--- src/rtl/shift_pkg.sv ---
// Shared definitions for the shift-register command sequencer: op codes,
// sel encoding, FSM states and the single-step shift function used by both
// the shadow register and the bench model.
package shift_pkg;

  localparam int DEF_WIDTH = 4;
  localparam int DEF_CNT_W = 3;
  localparam int MAX_W     = 32;

  localparam logic [2:0] OP_LOAD = 3'd0;
  localparam logic [2:0] OP_SHR  = 3'd1;
  localparam logic [2:0] OP_SHL  = 3'd2;
  localparam logic [2:0] OP_ROL  = 3'd3;
  localparam logic [2:0] OP_ROR  = 3'd4;

  localparam logic [1:0] SEL_SHR = 2'b00;
  localparam logic [1:0] SEL_SHL = 2'b01;
  localparam logic [1:0] SEL_ROL = 2'b10;
  localparam logic [1:0] SEL_ROR = 2'b11;

  typedef enum logic [1:0] {
    ST_IDLE = 2'd0,
    ST_LOAD = 2'd1,
    ST_RUN  = 2'd2
  } state_t;

  // Next register value for one step; w is the live width (<= MAX_W), bits
  // above it are ignored on input and returned as zero.
  function automatic logic [MAX_W-1:0] shift_step(input logic [MAX_W-1:0] value,
                                                  input logic [1:0]       sel,
                                                  input int unsigned      w = DEF_WIDTH);
    logic [MAX_W-1:0] mask;
    logic [MAX_W-1:0] v;
    mask = (MAX_W'(1) << w) - MAX_W'(1);
    v    = value & mask;
    case (sel)
      SEL_SHR: return v >> 1;
      SEL_SHL: return (v << 1) & mask;
      SEL_ROL: return ((v << 1) | (v >> (w - 1))) & mask;
      default: return (v >> 1) | ((v & MAX_W'(1)) << (w - 1));
    endcase
  endfunction

  function automatic logic is_shift_op(input logic [2:0] op);
    return (op == OP_SHR) || (op == OP_SHL) || (op == OP_ROL) || (op == OP_ROR);
  endfunction

  function automatic logic [1:0] op_to_sel(input logic [2:0] op);
    case (op)
      OP_SHL:  return SEL_SHL;
      OP_ROL:  return SEL_ROL;
      OP_ROR:  return SEL_ROR;
      default: return SEL_SHR;
    endcase
  endfunction

endpackage

--- src/rtl/shift_shadow.sv ---
// Shadow copy of the downstream shift register. Loaded on LOAD cycles,
// stepped on RUN cycles, otherwise holds (the real register is held by
// re-loading this value).
module shift_shadow
  import shift_pkg::*;
#(
  parameter int WIDTH = DEF_WIDTH
) (
  input  logic             i_clk,
  input  logic             i_rst,
  input  logic             i_load_en,
  input  logic             i_step_en,
  input  logic [WIDTH-1:0] i_load_value,
  input  logic [1:0]       i_sel,
  output logic [WIDTH-1:0] o_value
);

  logic [WIDTH-1:0] r_value;
  logic [WIDTH-1:0] w_step;

  assign w_step  = WIDTH'(shift_step(MAX_W'(r_value), i_sel, WIDTH));
  assign o_value = r_value;

  // Shadow register: reset to zero, load has priority over step.
  always_ff @(posedge i_clk) begin
    if (i_rst) begin
      r_value <= '0;
    end else if (i_load_en) begin
      r_value <= i_load_value;
    end else if (i_step_en) begin
      r_value <= w_step;
    end
  end

endmodule

--- src/rtl/shift_cmd_seq.sv ---
// Command sequencer in front of a 4-bit shift register with no enable.
// Expands LOAD / shift / rotate commands into per-cycle load/sel/ip and
// holds the register on idle cycles by re-loading the shadow value.
//
//   state   | meaning
//   --------+-----------------------------------------------------------
//   ST_IDLE | ready for a command; register held by reloading mirror
//   ST_LOAD | one cycle driving the latched load value into the register
//   ST_RUN  | stepping the register once per cycle until count runs out
module shift_cmd_seq
  import shift_pkg::*;
#(
  parameter int WIDTH = DEF_WIDTH,
  parameter int CNT_W = DEF_CNT_W
) (
  input  logic             clk,
  input  logic             rst,
  input  logic             cmd_valid,
  output logic             cmd_ready,
  input  logic [2:0]       cmd_op,
  input  logic [WIDTH-1:0] cmd_data,
  input  logic [CNT_W-1:0] cmd_count,
  output logic             load,
  output logic [1:0]       sel,
  output logic [WIDTH-1:0] ip,
  output logic             done,
  output logic [WIDTH-1:0] mirror
);

  state_t           r_state;
  state_t           w_state_next;
  logic [WIDTH-1:0] r_data;
  logic [1:0]       r_sel;
  logic [CNT_W-1:0] r_remaining;
  logic             r_done;

  logic             w_accept;
  logic             w_run_start;
  logic             w_last;
  logic             w_done_next;
  logic             w_load_en;
  logic             w_step_en;
  logic [WIDTH-1:0] w_mirror;

  assign w_accept    = cmd_valid && (r_state == ST_IDLE);
  assign w_run_start = is_shift_op(cmd_op) && (cmd_count != '0);
  assign w_last      = (r_state == ST_RUN) && (r_remaining == CNT_W'(1));

  // Zero-step shifts and NOPs complete on the accept edge itself.
  assign w_done_next = (r_state == ST_LOAD) || w_last ||
                       (w_accept && (cmd_op != OP_LOAD) && !w_run_start);

  // State register.
  always_ff @(posedge clk) begin
    if (rst) begin
      r_state <= ST_IDLE;
    end else begin
      r_state <= w_state_next;
    end
  end

  // Next-state decode.
  always_comb begin
    w_state_next = r_state;
    case (r_state)
      ST_IDLE: begin
        if (w_accept) begin
          if (cmd_op == OP_LOAD) begin
            w_state_next = ST_LOAD;
          end else if (w_run_start) begin
            w_state_next = ST_RUN;
          end
        end
      end
      ST_LOAD: w_state_next = ST_IDLE;
      ST_RUN:  if (w_last) w_state_next = ST_IDLE;
      default: w_state_next = ST_IDLE;
    endcase
  end

  // Command latches, step down-counter and registered done pulse.
  always_ff @(posedge clk) begin
    if (rst) begin
      r_data      <= '0;
      r_sel       <= SEL_SHR;
      r_remaining <= '0;
      r_done      <= 1'b0;
    end else begin
      r_done <= w_done_next;
      if (w_accept && (cmd_op == OP_LOAD)) begin
        r_data <= cmd_data;
      end
      if (w_accept && w_run_start) begin
        r_sel       <= op_to_sel(cmd_op);
        r_remaining <= cmd_count;
      end else if (r_state == ST_RUN) begin
        r_remaining <= r_remaining - CNT_W'(1);
      end
    end
  end

  // Outputs depend on registered state only, never on cmd_*.
  always_comb begin
    cmd_ready = 1'b0;
    load      = 1'b1;
    sel       = SEL_SHR;
    ip        = w_mirror;
    w_load_en = 1'b0;
    w_step_en = 1'b0;
    case (r_state)
      ST_IDLE: cmd_ready = 1'b1;
      ST_LOAD: begin
        ip        = r_data;
        w_load_en = 1'b1;
      end
      ST_RUN: begin
        load      = 1'b0;
        sel       = r_sel;
        w_step_en = 1'b1;
      end
      default: ;
    endcase
  end

  shift_shadow #(
    .WIDTH (WIDTH)
  ) u_shadow (
    .i_clk        (clk),
    .i_rst        (rst),
    .i_load_en    (w_load_en),
    .i_step_en    (w_step_en),
    .i_load_value (r_data),
    .i_sel        (r_sel),
    .o_value      (w_mirror)
  );

  assign done   = r_done;
  assign mirror = w_mirror;

endmodule
--- config.mk ---
export PLATFORM = sky130hd
export DESIGN_NAME = shift_cmd_seq
export DESIGN_NICKNAME = d
export VERILOG_FILES = /design/src/rtl/shift_pkg.sv /design/src/rtl/shift_shadow.sv /design/src/rtl/shift_cmd_seq.sv
export SDC_FILE = /design/constraint.sdc
export NUM_CORES = 1
export LEC_CHECK = 0
export ABC_AREA = 0
export CORE_MARGIN = 2
export CORE_UTILIZATION = 50
export DETAILED_ROUTE_END_ITERATION = 10
export DONT_BUFFER_PORTS = 1
export HOLD_SLACK_MARGIN = 0.1
export PLACE_DENSITY = 0.75
export SLEW_MARGIN = 20
export SYNTH_ARGS = -nofsm -noshare
export SYNTH_HDL_FRONTEND = slang
export SYNTH_SLANG_ARGS = --single-unit
--- constraint.sdc ---
create_clock -name clk -period 5.81 [get_ports clk]
set_clock_uncertainty 0.15 [all_clocks]
set_input_delay 1.162 -clock clk [delete_from_list [all_inputs] [get_ports clk]]
set_output_delay 1.162 -clock clk [all_outputs]
set_load 0.005 [all_outputs]
# Yosys cells after proc, flatten, opt, wreduce, memory -nomap -nowiden
# Cells that the tools add are included.
[word_totals] elab_cells=59 regBits=16 output_inout_bits=13 input_bits=13
[op_classes] reduce_logical=21 add_sub_neg=1 bitwise_logic=2 n_eq_ne=12 mux=17
[ops] op="4-bit 2-to-1 mux" n=3
[ops] op="4-bit case mux with 3 select lines" n=1
[ops] op="2-bit 2-to-1 mux" n=5
[ops] op="1-bit logical AND" n=7
[ops] op="3-bit by 1-bit equality test with 1-bit output (second input constant)" n=2
[ops] op="3-bit by 2-bit equality test with 1-bit output (second input constant)" n=2
[ops] op="3-bit 2-to-1 mux" n=2
[ops] op="2-bit case mux with 3 select lines" n=1
[ops] op="3-bit nonzero test" n=2
[ops] op="1-bit logical OR" n=5
[ops] op="2-bit by 1-bit equality test with 1-bit output (second input constant)" n=2
[ops] op="2-bit equality test (second input constant)" n=2
[ops] op="2-bit zero test" n=2
[ops] op="1-bit 2-to-1 mux" n=4
[ops] op="2-bit != test (second input constant)" n=2
[ops] op="3-bit by 4-bit OR with 4-bit output" n=1
[ops] op="4-bit by 1-bit OR with 4-bit output" n=1
[ops] op="2-bit case mux with 2 select lines" n=1
[ops] op="2-bit nonzero test" n=2
[ops] op="3-bit equality test (second input constant)" n=1
[ops] op="3-bit zero test" n=1
[ops] op="3-bit by 2-bit != test with 1-bit output (second input constant)" n=1
[ops] op="3-bit AND reduction" n=1
[ops] op="3-bit by 1-bit subtractor with 3-bit output (second input constant)" n=1
[ops] op="1-bit zero test" n=1

# Depth between registers and ports, before layout
# Gate-level depths: netlist of run 1.
[logic_depth] ltp_word=9 mapped_depth=7 depth_no_buf=6

# By module
# Synthesis of run 1 repeated with hierarchy kept, for this count alone.
[hier_totals] cells_unflattened=106 area_unflattened_um2=963.4
[modules_own_cells] module="shift_cmd_seq" cells_each=78 instances=1 area_each_um2=714.4
[modules_own_cells] module="shift_shadow" cells_each=28 instances=1 area_each_um2=249.0

# Worst setup path after synthesis of run 1
# Ideal clock, no wire load.
[synth_timing] path_type="register to output" startpoint="register r_state[1]" endpoint="output ip[0]" arrival_ns=1.229 slack_ns=3.269 path_stages_with_launch=5 n_path_buf=1 cell_sequence="dfxtp_1 > inv_1 > ha_1 > clkbuf_1 > mux2_2"
[synth_between] elab_chain_cells=2
[synth_rtl] element="start: declaration" line="shift_cmd_seq.sv:30" text="state_t r_state;"
[synth_rtl] element="start signal: assignment" line="shift_cmd_seq.sv:58" text="r_state <= w_state_next;"
[synth_rtl] element="2-bit by 1-bit equality test with 1-bit output" line="shift_cmd_seq.sv:110" text="case (r_state)"
[synth_rtl] element="4-bit 2-to-1 mux" line="shift_cmd_seq.sv:110"
[synth_rtl] element="end: declaration" line="shift_cmd_seq.sv:25" text="output logic [WIDTH-1:0] ip,"
# Every way passes these cells.

# Worst setup path in the final report of run 1
[layout_timing] startpoint="register r_state[1]" endpoint="output ip[2]"
# The elaborated chain is that of the path after synthesis.

==> impl_metrics.ini, run 1 <==
[final_layout]
synthToLayoutAreaGrowth_pct = 3.02
ant_diodes = 0
layout_commonest_cell = sky130_fd_sc_hd__dfxtp_1
final-instance-count-excl-fill = 141
layout-drive-gt1-share_pct = 11.4
most-common-layout-cells = 16 x sky130_fd_sc_hd__dfxtp_1, 11 x sky130_fd_sc_hd__nor2_1, 10 x sky130_fd_sc_hd__nand2b_1, 10 x sky130_fd_sc_hd__a21oi_1
design.final.nets = 134

[synthesis]
dominantRegCellSynth = sky130_fd_sc_hd__dfxtp_1
synth_largest_area_cell = sky130_fd_sc_hd__dfxtp_1
ys_seq_area_share_pct = 32.2
syn_area_um2 = 993
synthesis.nets = 136
netlist_top_cells_area = sky130_fd_sc_hd__dfxtp_1 32%, sky130_fd_sc_hd__mux2_2 7.9%, sky130_fd_sc_hd__mux2i_1 7.1%
netlist.area_leader.share_pct = 32.2
yosys.cell_types.count = 31
synth_seq_cells = 16
async_reset_ff_share_pct = 0
avg_synthesized_cell_area_um2 = 8.42
yosysWarnings = 0
synthesis.instances = 118
synth_enable_flop_cells = 0

[cts]
cts_post_setup_buffers_inserted = 0
cts-hold-fix-buffers = 0
clk-insertion-delay-late_ns = 0.28
ctsLongestPathBuffers = 2
cts_tree = yes
post_cts_sizing = 0
clock_sinks = 16
cts_buffers = 3
worst_setup_hold_path_clk_slew_ns = 0.09
cts-htree-levels = 1
clock_tree.root_cell = sky130_fd_sc_hd__clkbuf_4

[timing]
rsz0062_at_grt = false
tns_ns = 0
hold_slack_ns = 0.373
maxSlewHeadroom_pct = 67.3
drv_slew = 0
final-hold-violation-count = 0
worstMarginPinSlew_ns = 0.487
fin_crit_ns = 2.87
fmax_mhz = 348
setup_viol = 0
finalCritPeriodShare_pct = 49.5

[power]
worst_ir_drop_vdd_mv = 0.202
power.share.combinational_pct = 20.9
switching_share_pct = 28.0
total_chip_power_mw = 0.227
power_density_nw_per_um2 = 221
net-switching-power_mw = 0.0634
power.internal_mw = 0.163
leakagePower_nw = 0.354
seq_power_share_pct = 54.5
clock_network_power_share_pct = 24.7

[die]
dieArea_um2 = 2360
core-area_um2 = 1920
initial_core_util_pct = 51.7
rows = 16
chipHeight_um = 48.6
die_width_um = 48.6
io-pin-count = 26

[grt]
globalRoute.totalOverflow = 0
number_of_antenna_violations_at_the_first_check_in_global_routing = 0
groute.usage.overall_pct = 18.6
first_global_vias = 748
grt_first_pass_wirelength_um = 3410
maximum_number_of_pins_on_one_net_before_global_route_repair = 18

[setup_path]
timing.setup.critical_path_class = register to output pin
crit_path_max_fanout = 13
cp_data_required_time_ns = 4.50
critical_path_arrival_ns = 1.56
cp-start-kind = register
crit_path_end_kind = output pin

[placed_design]
port-buffer-count = 0
place_hpwl_um = 1540
gp_routability_congestion = 0.810
placed_cells = 138

[detailed_routing]
route.final.wire_length_um = 1960
detail_route.wl_per_cell_um = 13.9
dr_wl_met3_um = 140
drt-met1-wl_um = 811
remaining_drc_errors = 0
detailedRoute.firstPassIterationCount = 4
ant_nets = 0
vias_per_cell = 5.69
dr.first_iter.drc_count = 14
detailroute.wirelength.met2_um = 953
route.top_layer_used = met4
routed-via-count = 802

[outcome]
status = finished, final reports clean

[min_path]
hold_path.class = register to register

[flow_run]
max_cap_violations = 0
## flip-flops by register name (all words and copies together), names as in the netlist
name and count:
r_data 4, r_remaining 3, done 1, r_state 2, r_sel 2, u_shadow.o_value 4
## worst max-delay path, stage by stage (launching register included)
cell and delay [ns]:
sky130_fd_sc_hd__dfxtp_1 0.33, sky130_fd_sc_hd__inv_1 0.09, sky130_fd_sc_hd__ha_1 0.45, sky130_fd_sc_hd__mux2_2 0.41
## path summary, 6_finish.rpt
kind                           startpoint                      end  slack, ns  cells past startpoint
setup reg to reg  r_state[0]$_SDFFE_PP0P_  r_state[1]$_SDFFE_PP0P_       3.62                      6
hold / removal    r_state[0]$_SDFFE_PP0P_  r_state[0]$_SDFFE_PP0P_       0.37                      2
setup / recovery  r_state[1]$_SDFFE_PP0P_                    ip[2]       2.94                      3
hold reg to reg   r_state[0]$_SDFFE_PP0P_  r_state[0]$_SDFFE_PP0P_       0.37                      2
## final cells by class
type                       count  area, um^2
clock buffer                   3        22.5
sequential                    16         320
multi-input combinational     90         628
inverter                       5        18.8
fill                         195         898
tap                           27        33.8
## power groups by stage
stage	registers [mW]	clock network [mW]	logic, mW
after floorplan	0.123	0	0.0436
after global placement	0.125	0	0.0463
after detailed placement	0.126	0	0.0473
after CTS	0.123	0.0574	0.0476
after global routing	0.124	0.0634	0.0553
final	0.123	0.0559	0.0473
## kinds of logic (layout without fill, tap and decap cells)
kind of cell	count (synthesis)	after routing	share of synthesized area, %
buf+inv	12	8	4.53
mux	14	14	15.0
simple gates	43	43	22.9
fa+ha+maj	6	6	7.30
compound gates	24	24	15.4
flops	16	16	32.2
xor+xnor	3	3	2.65
## through the flow
step / cell area, um^2 / worst slack [ns] / utilization [%]
after floorplan: 993 / 3.27 / -
after global placement: 1000 / 3.29 / 52.1
after detailed placement: 1000 / 3.26 / 52.1
after CTS: 1020 / 2.94 / 53.3
after global routing: 1020 / 2.84 / 53.3
final: 1020 / 2.94 / 53.3
## cells in the mapped netlist, types with 2 or more instances
library cell	number
sky130_fd_sc_hd__nand3_1	3
sky130_fd_sc_hd__nor3_1	4
sky130_fd_sc_hd__clkbuf_1	7
sky130_fd_sc_hd__and2_1	2
sky130_fd_sc_hd__o21ai_0	3
sky130_fd_sc_hd__a31oi_1	2
sky130_fd_sc_hd__nand2_1	6
sky130_fd_sc_hd__nand2b_1	10
sky130_fd_sc_hd__mux2i_1	7
sky130_fd_sc_hd__inv_1	5
sky130_fd_sc_hd__a21oi_1	10
sky130_fd_sc_hd__o211ai_1	3
sky130_fd_sc_hd__a211oi_1	2
sky130_fd_sc_hd__mux2_2	7
sky130_fd_sc_hd__dfxtp_1	16
sky130_fd_sc_hd__ha_1	5
sky130_fd_sc_hd__xor2_1	2
sky130_fd_sc_hd__nor2_1	11
## layer usage
metal	vias up	global-route usage, %
met4	0	10.0
met2	20	31.3
met1	368	20.0
met5	-	0
met3	9	7.41
li1	405	-
Power figures use the tool's default switching activity.
==> run 2, diff against run 1 <==
- clock period: 5.81 -> 2.96 ns (I/O delays scaled with it)
==> impl_metrics.ini, run 2 (same netlist as run 1, synthesis figures left out) <==
[outcome]
status = finished, final reports clean

[final_layout]
design.final.nets = 134
synthToLayoutAreaGrowth_pct = 4.41
layout_commonest_cell = sky130_fd_sc_hd__dfxtp_1
most-common-layout-cells = 16 x sky130_fd_sc_hd__dfxtp_1, 11 x sky130_fd_sc_hd__nor2_1, 10 x sky130_fd_sc_hd__nand2b_1, 10 x sky130_fd_sc_hd__a21oi_1
ant_diodes = 0
final_core_util_pct = 54.0
layout-drive-gt1-share_pct = 12.2

[detailed_routing]
route.final.wire_length_um = 2000
remaining_drc_errors = 0
ant_nets = 0
detail_route.wl_per_cell_um = 14.1
vias_per_cell = 5.56
dr.first_iter.drc_count = 17
detailedRoute.firstPassIterationCount = 4
routed-via-count = 789

[cts]
cts_buffers = 3
cts-hold-fix-buffers = 0
cts-htree-levels = 1
ctsLongestPathBuffers = 2
clock_sinks = 16
clock_tree.root_cell = sky130_fd_sc_hd__clkbuf_4
post_cts_sizing = 0
cts_post_setup_buffers_inserted = 0
clk-insertion-delay-late_ns = 0.28
cts_tree = yes
worst_setup_hold_path_clk_slew_ns = 0.09

[timing]
tns_ns = 0
drv_slew = 0
finalCritPeriodShare_pct = 78.3
setup_viol = 0
final-hold-violation-count = 0
worstMarginPinSlew_ns = 0.493
fin_crit_ns = 2.32
fmax_mhz = 432
maxSlewHeadroom_pct = 67.0
rsz0062_at_grt = false

[power]
switching_share_pct = 26.7
net-switching-power_mw = 0.127
worst_ir_drop_vdd_mv = 0.354
power_density_nw_per_um2 = 458
seq_power_share_pct = 50.9
power.share.combinational_pct = 19.7
leakagePower_nw = 0.361
power.internal_mw = 0.348
clock_network_power_share_pct = 29.4

[setup_path]
crit_path_max_fanout = 13
cp-start-kind = register
critical_path_arrival_ns = 1.57
crit_path_end_kind = output pin
timing.setup.critical_path_class = register to output pin
cp_data_required_time_ns = 2.22

[min_path]
hold_path.class = input pin to register

[die]
rows = 16
die_width_um = 48.6
io-pin-count = 26
core-area_um2 = 1920
dieArea_um2 = 2360
initial_core_util_pct = 51.7
chipHeight_um = 48.6

[grt]
first_global_vias = 813
number_of_antenna_violations_at_the_first_check_in_global_routing = 0
groute.usage.overall_pct = 19.2
grt_first_pass_wirelength_um = 3590
globalRoute.totalOverflow = 0
maximum_number_of_pins_on_one_net_before_global_route_repair = 18

[flow_run]
max_cap_violations = 0

[placed_design]
place_hpwl_um = 1520
gp_routability_congestion = 0.793
port-buffer-count = 0
run 2: cell types whose count changed in the layout (fill, tap and decap cells not counted):
cell,change
sky130_fd_sc_hd__clkbuf_8,+1
run 2: metal layers:
metal	GRT usage, %	vias up	routed length, um	share of wire [%]
met4	6.19	0	13	0.65
li1	-	403	-	-
met2	33.1	15	1020	51
met3	7.41	2	111	5.6
met5	0	-	0	0
met1	21.8	369	856	43
run 2: path summary, 6_finish.rpt:
check                                             start                      end  slack (ns)  cells past startpoint
worst max-delay path            r_state[1]$_SDFFE_PP0P_                    ip[2]        0.64                      3
worst min-delay path                                rst  r_state[0]$_SDFFE_PP0P_        0.21                      1
worst max register to register  r_state[1]$_SDFFE_PP0P_  r_state[1]$_SDFFE_PP0P_        0.76                      6
worst min register to register  r_state[0]$_SDFFE_PP0P_  r_state[0]$_SDFFE_PP0P_        0.36                      2
run 2: per-stage QoR:
step | area (um^2) | power (mW) | hold WS (ns) | setup slack [ns] | std cells
4_1_cts | 1040 | 0.481 | 0.203 | 0.634 | 142
3_3_place_gp | 1000 | 0.337 | 0.341 | 0.895 | 138
2_1_floorplan | 993 | 0.326 | 0.318 | 0.968 | 118
5_1_grt | 1040 | 0.507 | 0.193 | 0.519 | 142
3_5_place_dp | 1000 | 0.341 | 0.354 | 0.787 | 138
6_report | 1040 | 0.475 | 0.215 | 0.644 | 142
run 2: worst max-delay path, cell delays in order (launching register included):
cell and delay, ns:
sky130_fd_sc_hd__dfxtp_1 0.33, sky130_fd_sc_hd__inv_1 0.10, sky130_fd_sc_hd__ha_1 0.46, sky130_fd_sc_hd__mux2_2 0.41
run 2: power groups by stage:
stage	logic (mW)	clock network (mW)	registers [mW]
6_report	0.0933	0.139	0.242
5_1_grt	0.107	0.155	0.245
4_1_cts	0.0940	0.145	0.242
3_5_place_dp	0.0932	0	0.247
3_3_place_gp	0.0905	0	0.246
2_1_floorplan	0.0856	0	0.241
run 2: layout make-up:
class,count,area [um^2]
multi-input combinational,90,628
fill,197,885
tap,27,33.8
sequential,16,320
inverter,5,18.8
clock buffer,4,36.3
==> run 3, diff against run 2 <==
- clock period: 2.96 -> 2.4 ns (I/O delays scaled with it)
==> impl_metrics.ini, run 3 (same netlist as run 1, synthesis figures left out) <==
[die]
chipHeight_um = 48.6
initial_core_util_pct = 51.7
rows = 16
core-area_um2 = 1920
die_width_um = 48.6
dieArea_um2 = 2360
io-pin-count = 26

[placed_design]
post-place-ws_ns = 0.229
port-buffer-count = 0
place_hpwl_um = 1520
dpl-instance-area_um2 = 1000
gp_routability_congestion = 0.792

[power]
worst_ir_drop_vdd_mv = 0.366
power_density_nw_per_um2 = 532
leakagePower_nw = 0.363

[detailed_routing]
remaining_drc_errors = 0
route.final.wire_length_um = 2050
detailedRoute.firstPassIterationCount = 4
routed-via-count = 826
detail_route.wl_per_cell_um = 14.4
ant_nets = 0
dr.first_iter.drc_count = 13
vias_per_cell = 5.78

[final_layout]
design.final.nets = 136
layout-drive-gt1-share_pct = 11.2
final_core_util_pct = 54.3
synthToLayoutAreaGrowth_pct = 5.04
layout.cell_area.non_filler_um2 = 1040
layout_commonest_cell = sky130_fd_sc_hd__dfxtp_1
most-common-layout-cells = 16 x sky130_fd_sc_hd__dfxtp_1, 11 x sky130_fd_sc_hd__nor2_1, 10 x sky130_fd_sc_hd__nand2b_1, 10 x sky130_fd_sc_hd__a21oi_1
ant_diodes = 0

[setup_path]
reg2reg_depth = 6
crit_path_max_fanout = 13
crit_path_cell_trace = inv_1 > ha_1 > mux2_2
cp_data_required_time_ns = 1.77
timing.rr.start = r_state[1]$_SDFFE_PP0P_
critical_path.max_stage_delay_ns = 0.45
rrSetupSlack_ns = 0.21
critPathSlowestCell = sky130_fd_sc_hd__ha_1
timing.setup.critical_path_class = register to output pin
regToRegEndpoint = r_state[1]$_SDFFE_PP0P_
critical_path_arrival_ns = 1.58
crit_path_end_kind = output pin
cp-start-kind = register

[timing]
fmax_mhz = 453
setup_viol = 0
postLayoutSetupSlackWorst_ns = 0.194
finalCritPeriodShare_pct = 91.9
drv_slew = 0
worstMarginPinSlew_ns = 0.488
maxSlewHeadroom_pct = 67.3
fin_crit_ns = 2.21
tns_ns = 0
final-hold-violation-count = 0
rsz0062_at_grt = false

[cts]
cts_post_setup_buffers_inserted = 0
clk-insertion-delay-late_ns = 0.29
clock_sinks = 16
worst_setup_hold_path_clk_slew_ns = 0.09
ctsLongestPathBuffers = 2
clock_tree.root_cell = sky130_fd_sc_hd__clkbuf_4
cts_tree = yes
cts_buffers = 3
cts-htree-levels = 1

[grt]
groute.usage.overall_pct = 18.5
grt_first_pass_wirelength_um = 3420
maximum_number_of_pins_on_one_net_before_global_route_repair = 14
globalRoute.totalOverflow = 0
number_of_antenna_violations_at_the_first_check_in_global_routing = 0
first_global_vias = 769

[flow_run]
max_cap_violations = 0

[min_path]
hold_path.class = input pin to register
worst_hold_path.num_cells = 1
hp-start = rst
worst_hold_path.endpoint = r_remaining[1]$_SDFFE_PP0P_

[outcome]
status = finished, final reports clean
-- run 3: layout make-up --
class | count | area [um^2]
multi-input combinational | 90 | 628
clock buffer | 3 | 22.5
tap | 27 | 33.8
fill | 210 | 878
inverter | 5 | 18.8
sequential | 16 | 320
timing repair buffer | 2 | 20.0
-- run 3: per-stage QoR --
| stage | hold slack, ns | instances | power (mW) |
|---|---|---|---|
| after floorplan | 0.318 | 118 | 0.402 |
| after global placement | 0.340 | 138 | 0.415 |
| after detailed placement | 0.345 | 138 | 0.420 |
| after CTS | 0.100 | 142 | 0.561 |
| after global routing | 0.101 | 143 | 0.592 |
| final | 0.111 | 143 | 0.556 |
-- run 3: routing by layer --
layer / part of all wire [%] / vias to the layer above / wire length [um] / global-route usage [%]
met5: 0 / - / 0 / 0
met3: 6.9 / 7 / 142 / 7.10
met2: 50 / 18 / 1020 / 31.0
met1: 41 / 389 / 847 / 21.4
met4: 2.1 / 0 / 43 / 7.14
li1: - / 412 / - / -
-- run 3: worst max-delay path by stage --
stage / from / endpoint / slack (ns) / cells past startpoint
5_1_grt: r_state[0]$_SDFFE_PP0P_ / r_state[1]$_SDFFE_PP0P_ / 0.09 / 6
3_3_place_gp: r_state[0]$_SDFFE_PP0P_ / r_state[1]$_SDFFE_PP0P_ / 0.33 / 6
6_report: r_state[1]$_SDFFE_PP0P_ / ip[2] / 0.19 / 3
4_1_cts: r_state[1]$_SDFFE_PP0P_ / ip[2] / 0.20 / 3
2_1_floorplan: r_state[0]$_SDFFE_PP0P_ / r_state[1]$_SDFFE_PP0P_ / 0.41 / 7
3_5_place_dp: r_state[0]$_SDFFE_PP0P_ / r_state[1]$_SDFFE_PP0P_ / 0.23 / 6
-- run 3: repair_timing --
action,CTS,global route
hold endpoints to repair,10,2
hold buffers,1,1
resized for setup,0,0
-- run 3: worst max-delay path: cells and delay by family (launching register included) --
kind	cells	cell delay (ns)
multiplexers	1	0.41
flip-flops	1	0.33
adder cells (fa/ha/maj)	1	0.45
buffers and inverters	1	0.10
-- run 3: power by group --
part	total [mW]	internal, mW	leakage (nW)	switching, mW
registers	0.298	0.282	0.130	0.0161
logic	0.121	0.0564	0.219	0.0648
clock network	0.136	0.0583	0.0138	0.0776
